<file path="config.mk">
export PLATFORM = sky130hd
export DESIGN_NAME = i2c_poll_sequencer
export DESIGN_NICKNAME = d
export VERILOG_FILES = /design/src/rtl/i2c_poll_sequencer.sv
export SDC_FILE = /design/constraint.sdc
export NUM_CORES = 1
export LEC_CHECK = 0
export ABC_AREA = 1
export BUFFER_PORTS_ARGS = -buffer_cell sky130_fd_sc_hd__buf_2
export CELL_PAD_IN_SITES_DETAIL_PLACEMENT = 1
export CELL_PAD_IN_SITES_GLOBAL_PLACEMENT = 2
export CORE_MARGIN = 4
export CORE_UTILIZATION = 35
export CTS_CLUSTER_DIAMETER = 200
export CTS_CLUSTER_SIZE = 25
export DETAILED_ROUTE_END_ITERATION = 7
export GPL_TIMING_DRIVEN = 0
export MAX_ROUTING_LAYER = met4
export PLACE_DENSITY_LB_ADDON = 0.15
export REMOVE_ABC_BUFFERS = 1
export SLEW_MARGIN = 20
export SYNTH_ARGS = -nofsm -noshare
export SYNTH_HDL_FRONTEND = slang
export SYNTH_SLANG_ARGS = --single-unit
export TNS_END_PERCENT = 10
</file>
<file path="constraint.sdc">
create_clock -name clk -period 2.6 [get_ports clk]
set_clock_uncertainty 0.2 [all_clocks]
set_input_delay 0.13 -clock clk [delete_from_list [all_inputs] [get_ports clk]]
set_output_delay 0.13 -clock clk [all_outputs]
set_load 0.01 [all_outputs]
</file>
<file path="src/rtl/i2c_poll_sequencer.sv">
// i2c_poll_sequencer
//   Drives a byte-level I2C master engine through a one-outstanding
//   command/response handshake. After enable it reads the device ID register
//   once and checks it against EXP_ID. It then reads the 16-bit temperature
//   register every POLL_CYCLES clocks and publishes each result.
//
// Ports
//   clk, reset              : system clock, async active-low reset
//   enable                  : run request
//   cmd_valid/cmd_ready     : command handshake towards the bit engine
//   cmd_op, cmd_data        : 0=START 1=WRITE 2=READ_ACK 3=READ_NACK 4=STOP, write byte
//   rsp_valid/data/nack     : one-cycle completion of the accepted command
//   id, id_valid            : last ID byte read, set once the ID matched
//   temp, temp_valid        : last temperature {MSB,LSB}, one-cycle update pulse
//   busy                    : START issue through STOP response of a transaction
//   error                   : sticky fault (ID mismatch or too many NACKs)
module i2c_poll_sequencer #(
    parameter logic [6:0]  DEV_ADDR    = 7'h4B,
    parameter logic [7:0]  ID_REG      = 8'hCB,
    parameter logic [7:0]  EXP_ID      = 8'hCB,
    parameter logic [7:0]  TEMP_REG    = 8'h00,
    parameter int unsigned POLL_CYCLES = 50000,
    parameter int unsigned RETRY_MAX   = 3
) (
    input  logic        clk,
    input  logic        reset,
    input  logic        enable,
    output logic        cmd_valid,
    input  logic        cmd_ready,
    output logic [2:0]  cmd_op,
    output logic [7:0]  cmd_data,
    input  logic        rsp_valid,
    input  logic [7:0]  rsp_data,
    input  logic        rsp_nack,
    output logic [7:0]  id,
    output logic        id_valid,
    output logic [15:0] temp,
    output logic        temp_valid,
    output logic        busy,
    output logic        error
);

    localparam int unsigned TimerW = $clog2(POLL_CYCLES);

    localparam logic [2:0] OpStart    = 3'd0;
    localparam logic [2:0] OpWrite    = 3'd1;
    localparam logic [2:0] OpReadAck  = 3'd2;
    localparam logic [2:0] OpReadNack = 3'd3;
    localparam logic [2:0] OpStop     = 3'd4;

    typedef enum logic [3:0] {
        StIdle,
        StStart,
        StAddrW,
        StSub,
        StRstart,
        StAddrR,
        StRdHi,
        StRdLo,
        StStop,
        StWait,
        StFail
    } state_e;

    state_e              state_q, state_d;
    logic                pend_q, pend_d;         // 0: ISSUE phase, 1: PEND phase
    logic                txn_temp_q, txn_temp_d; // 1: temperature txn, 0: ID txn
    logic                nack_q, nack_d;         // current STOP is aborting a NACKed txn
    logic [1:0]          retry_q, retry_d;
    logic [TimerW-1:0]   timer_q, timer_d;
    logic [7:0]          msb_q, msb_d;
    logic [7:0]          lsb_q, lsb_d;
    logic [7:0]          id_q, id_d;
    logic                id_valid_q, id_valid_d;
    logic [15:0]         temp_q, temp_d;
    logic                temp_valid_q, temp_valid_d;
    logic                error_q, error_d;

    logic                cmd_xfer;
    logic                rsp_take;
    logic [2:0]          retry_inc;

    // Command presented by the current state; ISSUE phase only.
    always_comb begin
        cmd_valid = 1'b0;
        cmd_op    = OpStart;
        cmd_data  = 8'h00;
        busy      = 1'b0;
        unique case (state_q)
            StStart, StRstart: begin
                cmd_valid = !pend_q;
                cmd_op    = OpStart;
                busy      = 1'b1;
            end
            StAddrW: begin
                cmd_valid = !pend_q;
                cmd_op    = OpWrite;
                cmd_data  = {DEV_ADDR, 1'b0};
                busy      = 1'b1;
            end
            StSub: begin
                cmd_valid = !pend_q;
                cmd_op    = OpWrite;
                cmd_data  = txn_temp_q ? TEMP_REG : ID_REG;
                busy      = 1'b1;
            end
            StAddrR: begin
                cmd_valid = !pend_q;
                cmd_op    = OpWrite;
                cmd_data  = {DEV_ADDR, 1'b1};
                busy      = 1'b1;
            end
            StRdHi: begin
                cmd_valid = !pend_q;
                cmd_op    = OpReadAck;
                busy      = 1'b1;
            end
            StRdLo: begin
                cmd_valid = !pend_q;
                cmd_op    = OpReadNack;
                busy      = 1'b1;
            end
            StStop: begin
                cmd_valid = !pend_q;
                cmd_op    = OpStop;
                busy      = 1'b1;
            end
            default: ;
        endcase
    end

    assign cmd_xfer  = cmd_valid & cmd_ready;
    // Responses only count while a command is outstanding.
    assign rsp_take  = pend_q & rsp_valid;
    // Unsaturated increment so the count can be seen to exceed RETRY_MAX.
    assign retry_inc = {1'b0, retry_q} + 3'd1;

    always_comb begin
        state_d      = state_q;
        pend_d       = pend_q;
        txn_temp_d   = txn_temp_q;
        nack_d       = nack_q;
        retry_d      = retry_q;
        timer_d      = timer_q;
        msb_d        = msb_q;
        lsb_d        = lsb_q;
        id_d         = id_q;
        id_valid_d   = id_valid_q;
        temp_d       = temp_q;
        temp_valid_d = 1'b0;
        error_d      = error_q;

        if (cmd_xfer) begin
            pend_d = 1'b1;
        end

        if (rsp_take) begin
            pend_d = 1'b0;
            unique case (state_q)
                StStart:  state_d = StAddrW;
                StRstart: state_d = StAddrR;
                StAddrW, StSub, StAddrR: begin
                    if (rsp_nack) begin
                        // Abandon the rest of the transaction, release the bus.
                        state_d = StStop;
                        nack_d  = 1'b1;
                    end else if (state_q == StAddrW) begin
                        state_d = StSub;
                    end else if (state_q == StSub) begin
                        state_d = StRstart;
                    end else begin
                        // The ID transaction reads a single byte.
                        state_d = txn_temp_q ? StRdHi : StRdLo;
                    end
                end
                StRdHi: begin
                    msb_d   = rsp_data;
                    state_d = StRdLo;
                end
                StRdLo: begin
                    lsb_d   = rsp_data;
                    state_d = StStop;
                end
                StStop: begin
                    nack_d = 1'b0;
                    if (nack_q) begin
                        retry_d = (retry_q == 2'd3) ? 2'd3 : retry_inc[1:0];
                        if (32'(retry_inc) > RETRY_MAX) begin
                            error_d = 1'b1;
                            state_d = StFail;
                        end else begin
                            state_d = enable ? StStart : StIdle;
                        end
                    end else if (txn_temp_q) begin
                        temp_d       = {msb_q, lsb_q};
                        temp_valid_d = 1'b1;
                        retry_d      = 2'd0;
                        if (enable) begin
                            state_d = StWait;
                            timer_d = TimerW'(POLL_CYCLES - 1);
                        end else begin
                            state_d = StIdle;
                        end
                    end else begin
                        id_d = lsb_q;
                        if (lsb_q == EXP_ID) begin
                            id_valid_d = 1'b1;
                            retry_d    = 2'd0;
                            txn_temp_d = 1'b1;
                            state_d    = enable ? StStart : StIdle;
                        end else begin
                            error_d = 1'b1;
                            state_d = StFail;
                        end
                    end
                end
                default: ;
            endcase
        end

        unique case (state_q)
            StIdle: begin
                if (enable && !error_q) begin
                    state_d    = StStart;
                    txn_temp_d = id_valid_q;
                end
            end
            StWait: begin
                if (!enable) begin
                    state_d = StIdle;
                end else if (timer_q == '0) begin
                    state_d    = StStart;
                    txn_temp_d = 1'b1;
                end else begin
                    timer_d = timer_q - TimerW'(1);
                end
            end
            StFail: begin
                // Leaving FAIL forces a fresh ID check on the next enable.
                if (!enable) begin
                    state_d    = StIdle;
                    error_d    = 1'b0;
                    id_valid_d = 1'b0;
                end
            end
            default: ;
        endcase
    end

    always_ff @(posedge clk or negedge reset) begin
        if (!reset) begin
            state_q      <= StIdle;
            pend_q       <= 1'b0;
            txn_temp_q   <= 1'b0;
            nack_q       <= 1'b0;
            retry_q      <= 2'd0;
            timer_q      <= '0;
            msb_q        <= 8'h00;
            lsb_q        <= 8'h00;
            id_q         <= 8'h00;
            id_valid_q   <= 1'b0;
            temp_q       <= 16'h0000;
            temp_valid_q <= 1'b0;
            error_q      <= 1'b0;
        end else begin
            state_q      <= state_d;
            pend_q       <= pend_d;
            txn_temp_q   <= txn_temp_d;
            nack_q       <= nack_d;
            retry_q      <= retry_d;
            timer_q      <= timer_d;
            msb_q        <= msb_d;
            lsb_q        <= lsb_d;
            id_q         <= id_d;
            id_valid_q   <= id_valid_d;
            temp_q       <= temp_d;
            temp_valid_q <= temp_valid_d;
            error_q      <= error_d;
        end
    end

    assign id         = id_q;
    assign id_valid   = id_valid_q;
    assign temp       = temp_q;
    assign temp_valid = temp_valid_q;
    assign error      = error_q;

endmodule

</file>
### After elaboration in Yosys (flattened, before gate mapping)

Cells that the tools add are included.

* bits of input ports: 14
* output and inout bits: 40
* memories kept: 0
* flip-flop bits (word level): 68
* memory bits (writable): 0
* memory bits (read-only): 0
* latch bits: 0
* logic and storage cells: 115

* eq/ne operators: 13
* shift operators: 0
* div/mod/pow operators: 0
* multipliers: 0
* $add $sub $neg: 2
* bitwise operators: 4
* magnitude comparators: 1
* reductions and logical operators: 16
* multiplexer cells: 66

Operators by type and width (number)
* 2-to-1 mux 16 bit: 8
* 2-to-1 mux 4 bit: 11
* 2-to-1 mux 1 bit: 34
* case mux 4 bit (6 select lines): 1
* case mux 8 bit (3 select lines): 1
* == test 4 x 3 -> 1 bit, second input constant: 4
* zero test 16 bit: 1
* subtractor 16 x 1 -> 16 bit, second input constant: 1
* == test 4 bit, second input constant: 3
* case mux 3 bit (4 select lines): 1
* case mux 4 bit (3 select lines): 1
* 2-to-1 mux 2 bit: 5
* == test 4 x 2 -> 1 bit, second input constant: 2
* == test 8 bit, second input constant: 1
* 2-to-1 mux 8 bit: 1
* AND reduction 4 bit: 2
* OR reduction 8 bit: 1
* AND reduction 3 bit: 2
* == test 4 x 1 -> 1 bit, second input constant: 1
* zero test 4 bit: 1
* case mux 1 bit (2 select lines): 2
* AND reduction 2 bit: 2
* nonzero test 2 bit: 2
* adder 2 x 1 -> 3 bit, second input constant: 1
* other kinds (10): 13

### Logic depth before layout (Yosys ltp)

Gate-level depths: netlist of run 1.

* depth after elaboration: 9
* gate-level depth with buffers: 12
* mapped depth without buffers: 12

### Least setup slack after synthesis of run 1

Ideal clock, no wire load.

* kind: register to output
* start point: reg state_q[2]
* end point: out cmd_data[7]
* data required time: 2.270 ns
* path buffers: 1
* data arrival time: 1.452 ns
* cell stages (with the launch flop): 9
* slack: 0.818 ns
* cell sequence: dfrtp_1 nor2_1 inv_1 nor3_1 inv_1 nor2_1 inv_1 nand3_1 buf_4

* cells in the longest elaborated chain, start to end: 2
* elaborated cells on any way between the ends: 4
* classes of those cells: eq/ne (3); mux (1)

RTL lines
* start: declaration: RTL line 65 `state_e state_q, state_d;`
* start signal: assignment: RTL line 252 `state_q <= StIdle;`
* start signal: assignment: RTL line 266 `state_q <= state_d;`
* == test 4 x 3 -> 1 bit / == test 4 x 2 -> 1 bit (equally long branches): RTL line 89 `unique case (state_q)`
* case mux 8 bit (3 select lines) *: RTL line 89
* end: declaration: RTL line 31 `output logic [7:0] cmd_data,`

Mark *: on every way between the ends. The rest lies on a longest branch, timed or not.

### Worst setup path in the final report of run 1

* start point: reg state_q[0]
* end point: reg timer_q[12]

* cells in the longest elaborated chain, start to end: 6
* elaborated cells on any way between the ends: 7
* classes of those cells: eq/ne (2); mux (5)

RTL lines
* == test 4 bit: RTL line 159 `unique case (state_q)`
* 2-to-1 mux 16 bit: RTL line 159
* 2-to-1 mux 16 bit: RTL line 157 `if (rsp_take) begin`
* 2-to-1 mux 16 bit: RTL line 231 `end else if (timer_q == '0) begin`
* 2-to-1 mux 16 bit: RTL line 229 `if (!enable) begin`
* 2-to-1 mux 16 bit *: RTL line 221 `unique case (state_q)`
* named net timer_d[12]: RTL line 70 `logic [TimerW-1:0] timer_q, timer_d;`
* end signal: assignment: RTL line 271 `timer_q <= timer_d;`
* end: declaration: RTL line 70

The timed path passes the listed nets; every way through them passes the cells marked *.
A chain may end at the register's enable or synchronous reset.

==> metrics.md, run 1 <==
| Metric | Value |
|---|---|
| Status | completed |
| Initial antenna violation count | 0 |
| Yosys warns | 0 |
| # hold bufs at CTS | 13 |
| Initial Util | 0.363 |
| Final RePlAce weighted congestion | 0.793 |
| Most common cell after layout, fill and taps aside | nand2_1 |
| Nets | 531 |
| Clock slew seen by the registers of the worst setup and hold paths | 90 ps |
| Io pins | 54 |
| Slew @ Worst Pin | 738 ps |
| DRC violation count after routing | 0 |
| Layout area overhead | 20.2% |
| # clock sinks | 68 |
| Vias in the first global route | 3,189 |
| DR WL/cell | 13.9 um |
| Max stage delay on crit path | 470 ps |
| Post-synthesis cell count | 450 |
| Register area share after synthesis | 0.503 |
| Pwr Total | between 3000 and 4000 uW |
| Max Freq | between 400 and 500 MHz |
| Cells along the critical path | nor2_2, nand2_2, nor2_8, nand2_4, inv_4, nand2_4, nand2_1, o21ai_1, and2_1 |
| Port Buffers | 52 |
| Antenna-violating nets left | 0 |
| Gr usage total | 0.179 |
| Relative slew slack | 0.506 |
| CTS Root Cell | clkbuf_8 |
| Fill count | 1,199 |
| Worst endpoint required time | 2650 ps |
| Seq cells post-synth | 68 |
| Hold crit path type | primary input to async pin |
| Comb pwr share | 0.346 |
| P_int | 2130 uW |
| Diode count | 0 |
| Reg-to-Reg Start | state_q[0] |
| First-pass GRT wire length | 15.5 mm |
| Final TNS setup | 0 ps |
| R2r worst-path depth | 9 |
| Synth cell types | 30 |
| Largest net degree at the start of global routing | 53 |
| Worst EP arrival | 2190 ps |
| Worst setup EP type | flop |
| Slew Viols, Final | 0 |
| R2r setup slk | 460 ps |
| Clk network pwr share | 0.222 |
| Hold Vio Cnt, Final | 0 |
| Syn avg cell area | 7.52 um2 |
| Post-DP HPWL | 6.59 mm |
| Clock Latency Late Sink | 360 ps |
| Crit path time final | 2140 ps |
| PD cells | 895 nW/um2 |
| Final setup viols | 0 |
| Rows | 35 |
| Global route overflow | 0 |
| R2r endpoint | timer_q[12] |
| Kind of critical path | flop to flop |
| Register share of total power | 0.432 |
| VDD IR max | 0.346 mV |
| Vias per cell | 4.64 |
| CP max-delay cell | dfrtp_1 |
| Number of gates resized after cts | 0 |
| Area of the core | 9330 um2 |
| Setup crit end | timer_q[12] |
| Mapped cell area | 3380 um2 |
| Die area | ~11,000 um2 |
| Via count | 3,013 |
| Die width | around 110 um |
| Layout cell share with drive strength beyond 1 | 0.157 |
| # Post-CTS Setup Buffers | 0 |
| CTS tree | yes |
| Sw Pwr | 1510 uW |
| Maxcap violations | 0 |
| RSZ-0062 raised after global routing | no |
| Post-route clock period utilization | 0.824 |
| First DRT Iteration DRCs | approximately 100 |
| Startpoint Class | flop |
| Cts bufs inserted | 9 |
| Post-Route WL | 9.04 mm |
| Crit-path max FO | 25 |
| TritonRoute pass-1 iters | 4 |
| H-tree Lvls | 3 |
| Sw Share | 0.415 |
| Commonest cells after routing, fill and taps aside | 155 x nand2_1, 68 x dfrtp_1, 63 x inv_1, 51 x buf_2, 44 x o21ai_0 |
| Cell seen most often among critical-path stages | nand2_4 |
| Leakage | 0.00225 uW |
| Crit. Startpoint | state_q[0] |
| Die Ht | 106 um |
| Clock Path Buffers | 2 |
synthesized netlist by cell type:
library cell	instances	area, um2
a31oi_1	2	12.5
conb_1	1	3.75
nor2b_1	1	6.26
a22o_1	1	8.76
buf_2	2	10.0
buf_6	2	22.5
inv_4	1	6.26
and2_1	1	6.26
nor2_1	40	150
nor2_4	2	22.5
o21ai_0	44	220
nand4_1	2	12.5
nand3_1	24	120
clkbuf_1	3	11.3
o21ai_1	5	25.0
inv_2	2	7.51
xor2_1	1	8.76
nor2_2	1	6.26
nand2_4	2	22.5
nor3_1	6	30.0
buf_4	4	30.0
a21oi_1	9	45.0
inv_1	63	236
dfrtp_1	68	1700
nor2_8	1	20.0
nand3_2	1	10.0
nand2_1	155	582
ha_1	1	12.5
a22oi_1	2	15.0
nand2_2	3	18.8
power by group through the flow:
stage / registers, uW / clock network (uW) / logic (uW)
6_report: 1570 / 810 / 1260
5_1_grt: 1620 / 899 / 1460
4_1_cts: 1570 / 844 / 1290
3_5_place_dp: 1590 / 0 / 1270
3_3_place_gp: 1580 / 0 / 1230
2_1_floorplan: 1560 / 0 / 837
stage by stage:
stage / setup WS [ps] / utilization / instance area (um2) / hold WS [ps] / instances
6_report: 457 / 0.436 / 4070 / 72.9 / 650
5_1_grt: 253 / 0.436 / 4070 / 104 / 650
4_1_cts: 413 / 0.436 / 4070 / 71.9 / 650
3_5_place_dp: 429 / 0.403 / 3760 / -177 / 621
3_3_place_gp: 456 / 0.400 / 3730 / 156 / 620
2_1_floorplan: 806 / - / 3310 / -366 / 439
how the worst min path moves through the flow:
stage               depth (start not counted)      start  slack (ps)    endpoint
floorplan                                   0      reset        -370       error
global placement                            2  cmd_ready         160      pend_q
detailed placement                          1      reset        -180       id[5]
CTS                                         5  rsp_valid          70  state_q[3]
global route                                3  rsp_valid         100      pend_q
finish                                      3      reset          70     temp[5]
critical path, delay by kind of cell (launching register included):
family                 cells  cell delay, ps
and+or+nand+nor            7            1120
DFF                        1             470
buffers and inverters      1             200
AOI/OAI and AO/OA          1              50
cell type report:
| class | count | area (um2) | area share |
|---|---|---|---|
| Sequential cell | 68 | 1700 | 0.418 |
| Clock buffer | 9 | 124 | 0.0305 |
| Inverter | 66 | 250 | 0.0615 |
| Clock inverter | 7 | 51.3 | 0.0126 |
| Multi-Input combinational cell | 305 | 1360 | 0.334 |
| Tap cell | 129 | 161 | 0.0397 |
| Timing Repair Buffer | 66 | 420 | 0.103 |
kinds of logic (layout without fill, tap and decap cells):
kind of cell	after synthesis	after routing	share of synthesized area
buffers and inverters	77	148	0.0958
DFF	68	68	0.503
xor gates and xnor gates	1	1	0.00259
adders and majority gates	1	1	0.00370
AOI/OAI and AO/OA	63	63	0.0965
other	1	1	0.00111
and+or+nand+nor	239	239	0.298
sequential cells by signal, indices dropped and copies added (netlist names):
signal      cells
timer_q        16
temp           16
id              8
retry_q         2
msb_q           8
temp_valid      1
txn_temp_q      1
lsb_q           8
id_valid        1
nack_q          1
pend_q          1
error           1
state_q         4
routing by layer:
metal  up-vias  global-route usage  routed length, um
met5         -                   -                  0
met4         0              0.0638                138
met3        12              0.0316                296
met2        38               0.291               4220
met1      1436               0.225               4380
li1       1527                   -                  -
(Power assumes the default switching activity.)
==> inputs of run 2 (changes only) <==
--- a/config.mk
+++ b/config.mk
@@ -10,7 +10,7 @@
 export CELL_PAD_IN_SITES_DETAIL_PLACEMENT = 1
 export CELL_PAD_IN_SITES_GLOBAL_PLACEMENT = 2
 export CORE_MARGIN = 4
-export CORE_UTILIZATION = 35
+export CORE_UTILIZATION = 29
 export CTS_CLUSTER_DIAMETER = 200
 export CTS_CLUSTER_SIZE = 25
 export DETAILED_ROUTE_END_ITERATION = 7
==> constraint.sdc (replaced) <==
create_clock -name clk -period 1.9 [get_ports clk]
set_clock_uncertainty 0.2 [all_clocks]
set_input_delay 0.095 -clock clk [delete_from_list [all_inputs] [get_ports clk]]
set_output_delay 0.095 -clock clk [all_outputs]
set_load 0.01 [all_outputs]
==> metrics.md, run 2 (same netlist as run 1, synthesis figures left out) <==
| Metric | Value |
|---|---|
| Status | completed |
| Kind of critical path | flop to primary output |
| Post-Route WL | a little over 10 mm |
| Max stage delay on crit path | between 400 and 500 ps |
| R2r setup slk | approximately 80 ps |
| Cell seen most often among critical-path stages | inv_2 |
| Die Ht | about 120 um |
| # clock sinks | 68 |
| Cts bufs inserted | 9 |
| Final setup margin | 65.6 ps |
| Diode count | 0 |
| Nets | 546 |
| CP max-delay cell | dfrtp_2 |
| Commonest cells after routing, fill and taps aside | 150 x nand2_1, 65 x dfrtp_1, 57 x inv_1, 49 x buf_2, 43 x o21ai_0 |
| Pre-CTS setup slack | -319 ps |
| Crit-path max FO | 4 |
| Maxcap violations | 0 |
| Startpoint Class | flop |
| Leakage | 0.00242 uW |
| H-tree Lvls | 3 |
| Design Area, Final | around 4500 um2 |
| Initial antenna violation count | 0 |
| Gr usage total | 0.171 |
| Vias in the first global route | 3,329 |
| DRC violation count after routing | 0 |
| Final RePlAce weighted congestion | 0.795 |
| Port Buffers | 52 |
| Clock Latency Late Sink | 340 ps |
| Final TNS setup | 0 ps |
| R2r worst-path depth | 9 |
| Placed insts | 635 |
| Most common cell after layout, fill and taps aside | nand2_1 |
| First DRT Iteration DRCs | roughly 170 |
| Final setup viols | 0 |
| DR WL/cell | roughly 15 um |
| Die width | 116 um |
| Layout area overhead | 34.2% |
| First-pass GRT wire length | 17.1 mm |
| Slew Viols, Final | 0 |
| CTS Root Cell | clkbuf_16 |
| CTS tree | yes |
| Global route overflow | 0 |
| TritonRoute pass-1 iters | 4 |
| Hold Vio Cnt, Final | 0 |
| Max Freq | 545 MHz |
| Antenna-violating nets left | 0 |
| Worst endpoint required time | approximately 1600 ps |
| PD cells | 1360 nW/um2 |
| RSZ-0062 raised after global routing | yes |
| Crit path time final | 1830 ps |
| Clock Path Buffers | 2 |
| Hold crit path type | primary input to async pin |
| Die area | 13,500 um2 |
| Placed Area | between 3000 and 4000 um2 |
| Vias per cell | between 4 and 5 |
| Layout cell share with drive strength beyond 1 | 0.235 |
| VDD IR max | 0.705 mV |
| Cells along the critical path | nor2_4, inv_2, nor3_2, inv_1, nor2_2, inv_2, nand3_1, buf_2 |
| Post-DP HPWL | 6.89 mm |
| Post-route clock period utilization | 0.965 |
| Rows | 39 |
| Fin cells | 679 |
| Area of the core | 11,400 um2 |
| Via count | ~3,100 |
| Io pins | 54 |
| Clock slew seen by the registers of the worst setup and hold paths | 60 ps |
| Worst setup EP type | primary output |
| Largest net degree at the start of global routing | 37 |
| Initial Util | 0.296 |
| Worst EP arrival | around 1500 ps |
## run 2: cell count changes in the layout (fill, tap and decap cells not counted), moves of 5 or more
cell,delta
buf_4,+11
clkbuf_16,+9
clkbuf_8,-8
inv_1,-6
nand2_1,-5
nor2_1,-8
## run 2: critical path, delay by kind of cell (launching register included)
kind / cells / cell delay (ps)
and+or+nand+nor: 4 / 440
DFF: 1 / 450
buffers and inverters: 4 / 320
## run 2: layer usage
metal / vias up / global-route usage / wire length, um
li1: 1564 / - / -
met1: 1487 / 0.210 / 4690
met2: 39 / 0.280 / 4960
met3: 12 / 0.0433 / 388
met4: 0 / 0.0441 / 102
met5: - / - / 0
## run 2: path summary, 6_finish.rpt
check	startpoint	to
max in group asynchronous	reset	msb_q[3]
min in group clk	rsp_valid	pend_q
worst min-delay path	reset	temp[5]
worst max-delay path	state_q[2]	cmd_data[7]
worst min register to register	msb_q[4]	temp[12]
worst max register to register	state_q[2]	timer_q[12]
## run 2: final cells by class
class                      count  area [um2]
multi-input combinational    307        1520
clock inverter                 6        93.8
inverter                      66         268
fill                        1411        6880
tap                          143         179
sequential                    68        1710
clock buffer                  10         239
timing repair buffer          79         541
## run 2: where the power goes
part / switching, uW / internal, uW / total, uW / leakage (uW)
Combinational: 1310 / 756 / 2060 / 0.00137
Clock: 698 / 1200 / 1890 / 0.000160
Sequential: 355 / 1850 / 2200 / 0.000886
Total: 2360 / 3800 / 6160 / 0.00242
## run 2: per-stage QoR
stage | hold WS (ps) | utilization | total power, uW
2_1_floorplan | -401 | - | 3280
3_3_place_gp | 125 | 0.328 | 3880
3_5_place_dp | -101 | 0.330 | 3940
4_1_cts | 73.6 | 0.382 | 6010
5_1_grt | 90.0 | 0.398 | 6670
6_report | 52.3 | 0.398 | 6160
## run 2: timing repair
item,4_1_cts,5_1_grt
endpoints found under the setup margin,46,64
setup buffers,5,9
hold buffers,12,0
endpoints found under the hold margin,88,0
pin swaps,2,7
resized for setup,19,33
cloned,2,0
==> inputs of run 3 (changes only) <==
--- a/config.mk
+++ b/config.mk
@@ -5,12 +5,11 @@
 export SDC_FILE = /design/constraint.sdc
 export NUM_CORES = 1
 export LEC_CHECK = 0
-export ABC_AREA = 1
 export BUFFER_PORTS_ARGS = -buffer_cell sky130_fd_sc_hd__buf_2
 export CELL_PAD_IN_SITES_DETAIL_PLACEMENT = 1
 export CELL_PAD_IN_SITES_GLOBAL_PLACEMENT = 2
 export CORE_MARGIN = 4
-export CORE_UTILIZATION = 29
+export CORE_UTILIZATION = 33
 export CTS_CLUSTER_DIAMETER = 200
 export CTS_CLUSTER_SIZE = 25
 export DETAILED_ROUTE_END_ITERATION = 7
==> metrics.md, run 3 <==
| Metric | Value |
|---|---|
| Worst endpoint required time | 1920 ps |
| Initial Util | 0.345 |
| TritonRoute pass-1 iters | 4 |
| R2r setup slk | -500 ps |
| Layout cell share with drive strength beyond 1 | 0.507 |
| First DRT Iteration DRCs | 84 |
| Post-synth EDFFs | 0 |
| Cell seen most often among critical-path stages | or4_4 |
| Clock slew seen by the registers of the worst setup and hold paths | 80 ps |
| Final setup viols | 66 |
| CTS Root Cell | clkbuf_8 |
| Slew Viols, Final | 0 |
| Clock Latency Late Sink | 340 ps |
| Synth Flop Type | dfrtp_1 |
| Status | finished, violations left |
| Count leader, synth | dfrtp_1 |
| R2r endpoint | timer_q[15] |
| Relative slew slack | 0.461 |
| Antenna-violating nets left | 0 |
| Synth area leaders | dfrtp_1 52%, mux2_2 15%, mux2i_1 2.5%, nand2_1 2.2%, a21oi_1 2.2% |
| Hold Vio Cnt, Final | 0 |
| Hold crit path type | primary input to flop |
| Io pins | 54 |
| Post-synth top area share | 0.524 |
| Slew @ Worst Pin | 808 ps |
| Maxcap violations | 0 |
| CTS tree | yes |
| Worst setup EP type | flop |
| Cells along the critical path | or4_4, or4_4, or4_4, nand2_1, o311ai_2 |
| Syn avg cell area | 11.4 um2 |
| Initial antenna violation count | 0 |
| Placed Area | 3610 um2 |
| Die Ht | 107 um |
| Final RePlAce weighted congestion | 0.757 |
| DR WL/cell | 17.2 um |
| Post-Route WL | 8.75 mm |
| First-pass GRT wire length | 14.9 mm |
| Vias per cell | 5.09 |
| Cts bufs inserted | 9 |
| Final hold slack | 1.69 ps |
| Synth cell count leaders | 68 x dfrtp_1, 42 x mux2_2, 19 x nand2_1 |
| Area of the core | 9420 um2 |
| Yosys warns | 0 |
| Kind of critical path | flop to flop |
| Reg-to-Reg Start | timer_q[4] |
| Post-synthesis cell count | 284 |
| Post-route clock period utilization | 1.26 |
| Most common cell after layout, fill and taps aside | dfrtp_1 |
| Post-DP HPWL | 5.48 mm |
| Commonest cells after routing, fill and taps aside | 64 x dfrtp_1, 51 x buf_2, 25 x mux2_2, 24 x buf_4, 17 x mux2_4 |
| CP max-delay cell | or4_4 |
| Synth cell types | 51 |
| Seq cells post-synth | slightly below 70 |
| Largest net degree at the start of global routing | 52 |
| Mapped cell area | about 3200 um2 |
| Vias in the first global route | 2,748 |
| H-tree Lvls | 3 |
| Crit path time final | 2400 ps |
| Die width | around 110 um |
| Design Area, Final | 4540 um2 |
| Global route overflow | 0 |
| R2r worst-path depth | 5 |
| Register area share after synthesis | 0.524 |
| DRC violation count after routing | 0 |
| Nets | around 390 |
| Failing checks | setup timing |
| RSZ-0062 raised after global routing | yes |
| VDD IR max | between 0.4 and 0.5 mV |
| Asr flop ratio synth | 1.00 |
| Rows | 35 |
| Diode count | 0 |
| Port Buffers | 52 |
| Layout area overhead | 40.0% |
| # clock sinks | between 60 and 70 |
| Startpoint Class | flop |
| Max Freq | 417 MHz |
| Final setup margin | -500 ps |
| Clock Path Buffers | 2 |
| Crit. Startpoint | timer_q[4] |
| Gr usage total | 0.170 |
| Setup crit end | timer_q[15] |
| Worst EP arrival | 2420 ps |
| Leakage | approximately 0.0022 uW |
| Leading area contributor after synthesis | dfrtp_1 |
| PD cells | 1210 nW/um2 |
| Via count | 2,597 |
| Crit-path max FO | 4 |
| Die area | about 11,000 um2 |
| Max stage delay on crit path | 530 ps |
[run 3: cell count changes after synthesis, moves of 6 or more]
cell	change
inv_1	-54
mux2i_1	+8
o21ai_0	-38
nand2_1	-136
nor2_1	-26
mux2_2	+42
nand3_1	-18
clkbuf_1	+8
nor3_1	+6
[run 3: repair_timing]
item | 4_1_cts | 5_1_grt
hold buffers | 14 | 0
setup endpoints to repair | 77 | 77
endpoints found under the hold margin | 90 | 0
gates cloned | 1 | 0
buffers inserted | 26 | 6
gates resized for setup | 56 | 25
pin swaps | 10 | 10
[run 3: area by class of cell]
cell class | count | area, um2
multi-input combinational | 188 | 1700
inverter | 9 | 40.0
clock buffer | 10 | 128
clock inverter | 6 | 50.0
sequential | 68 | 1710
fill | 1021 | 4870
timing repair buffer | 100 | 761
tap | 129 | 161
[run 3: stage by stage]
stage / power [uW] / setup TNS (ps) / utilization / std cells / worst slack [ps]
2_1_floorplan: 3200 / -30770 / - / 265 / -888
3_3_place_gp: 3700 / -61290 / 0.380 / 446 / -1480
3_5_place_dp: 3740 / -59140 / 0.384 / 447 / -1510
4_1_cts: 5380 / -19400 / 0.468 / 504 / -502
5_1_grt: 5930 / -23930 / 0.483 / 510 / -549
6_report: 5520 / -18960 / 0.483 / 510 / -500
[run 3: kinds of logic after synthesis]
kind of cell             synth area share
AND/OR/NAND/NOR                     0.148
flip-flops                          0.524
multiplexers                        0.170
AO/OA/AOI/OAI                       0.106
buffers and inverters              0.0389
XOR/XNOR                          0.00809
adder cells (fa/ha/maj)           0.00385
other                             0.00115
[run 3: worst min path at each step]
stage / startpoint / to / depth (start not counted)
after floorplan: reset / error / 0
after global placement: rsp_valid / pend_q / 2
after detailed placement: reset / state_q[2] / 1
after CTS: enable / id_valid / 3
after global routing: rsp_valid / state_q[2] / 3
final: rsp_valid / state_q[2] / 3
[run 3: worst max-delay path, delay by kind of cell, from the launching register on]
family	cells	cell delay [ps]
AO/OA/AOI/OAI	1	90
AND/OR/NAND/NOR	4	1580
flip-flops	1	400
[run 3: metal layers]
layer / global-route usage / part of all wire / wire, um
met3: 0.0397 / 0.034 / 301
met2: 0.262 / 0.49 / 4300
met1: 0.230 / 0.46 / 4070
met5: - / 0 / 0
met4: 0.0356 / 0.0098 / 86
[run 3: power by group]
group	switching, uW	internal [uW]	total [uW]
registers	425	1790	2210
logic	1130	1100	2220
clock network	595	485	1080
total	2150	3370	5520
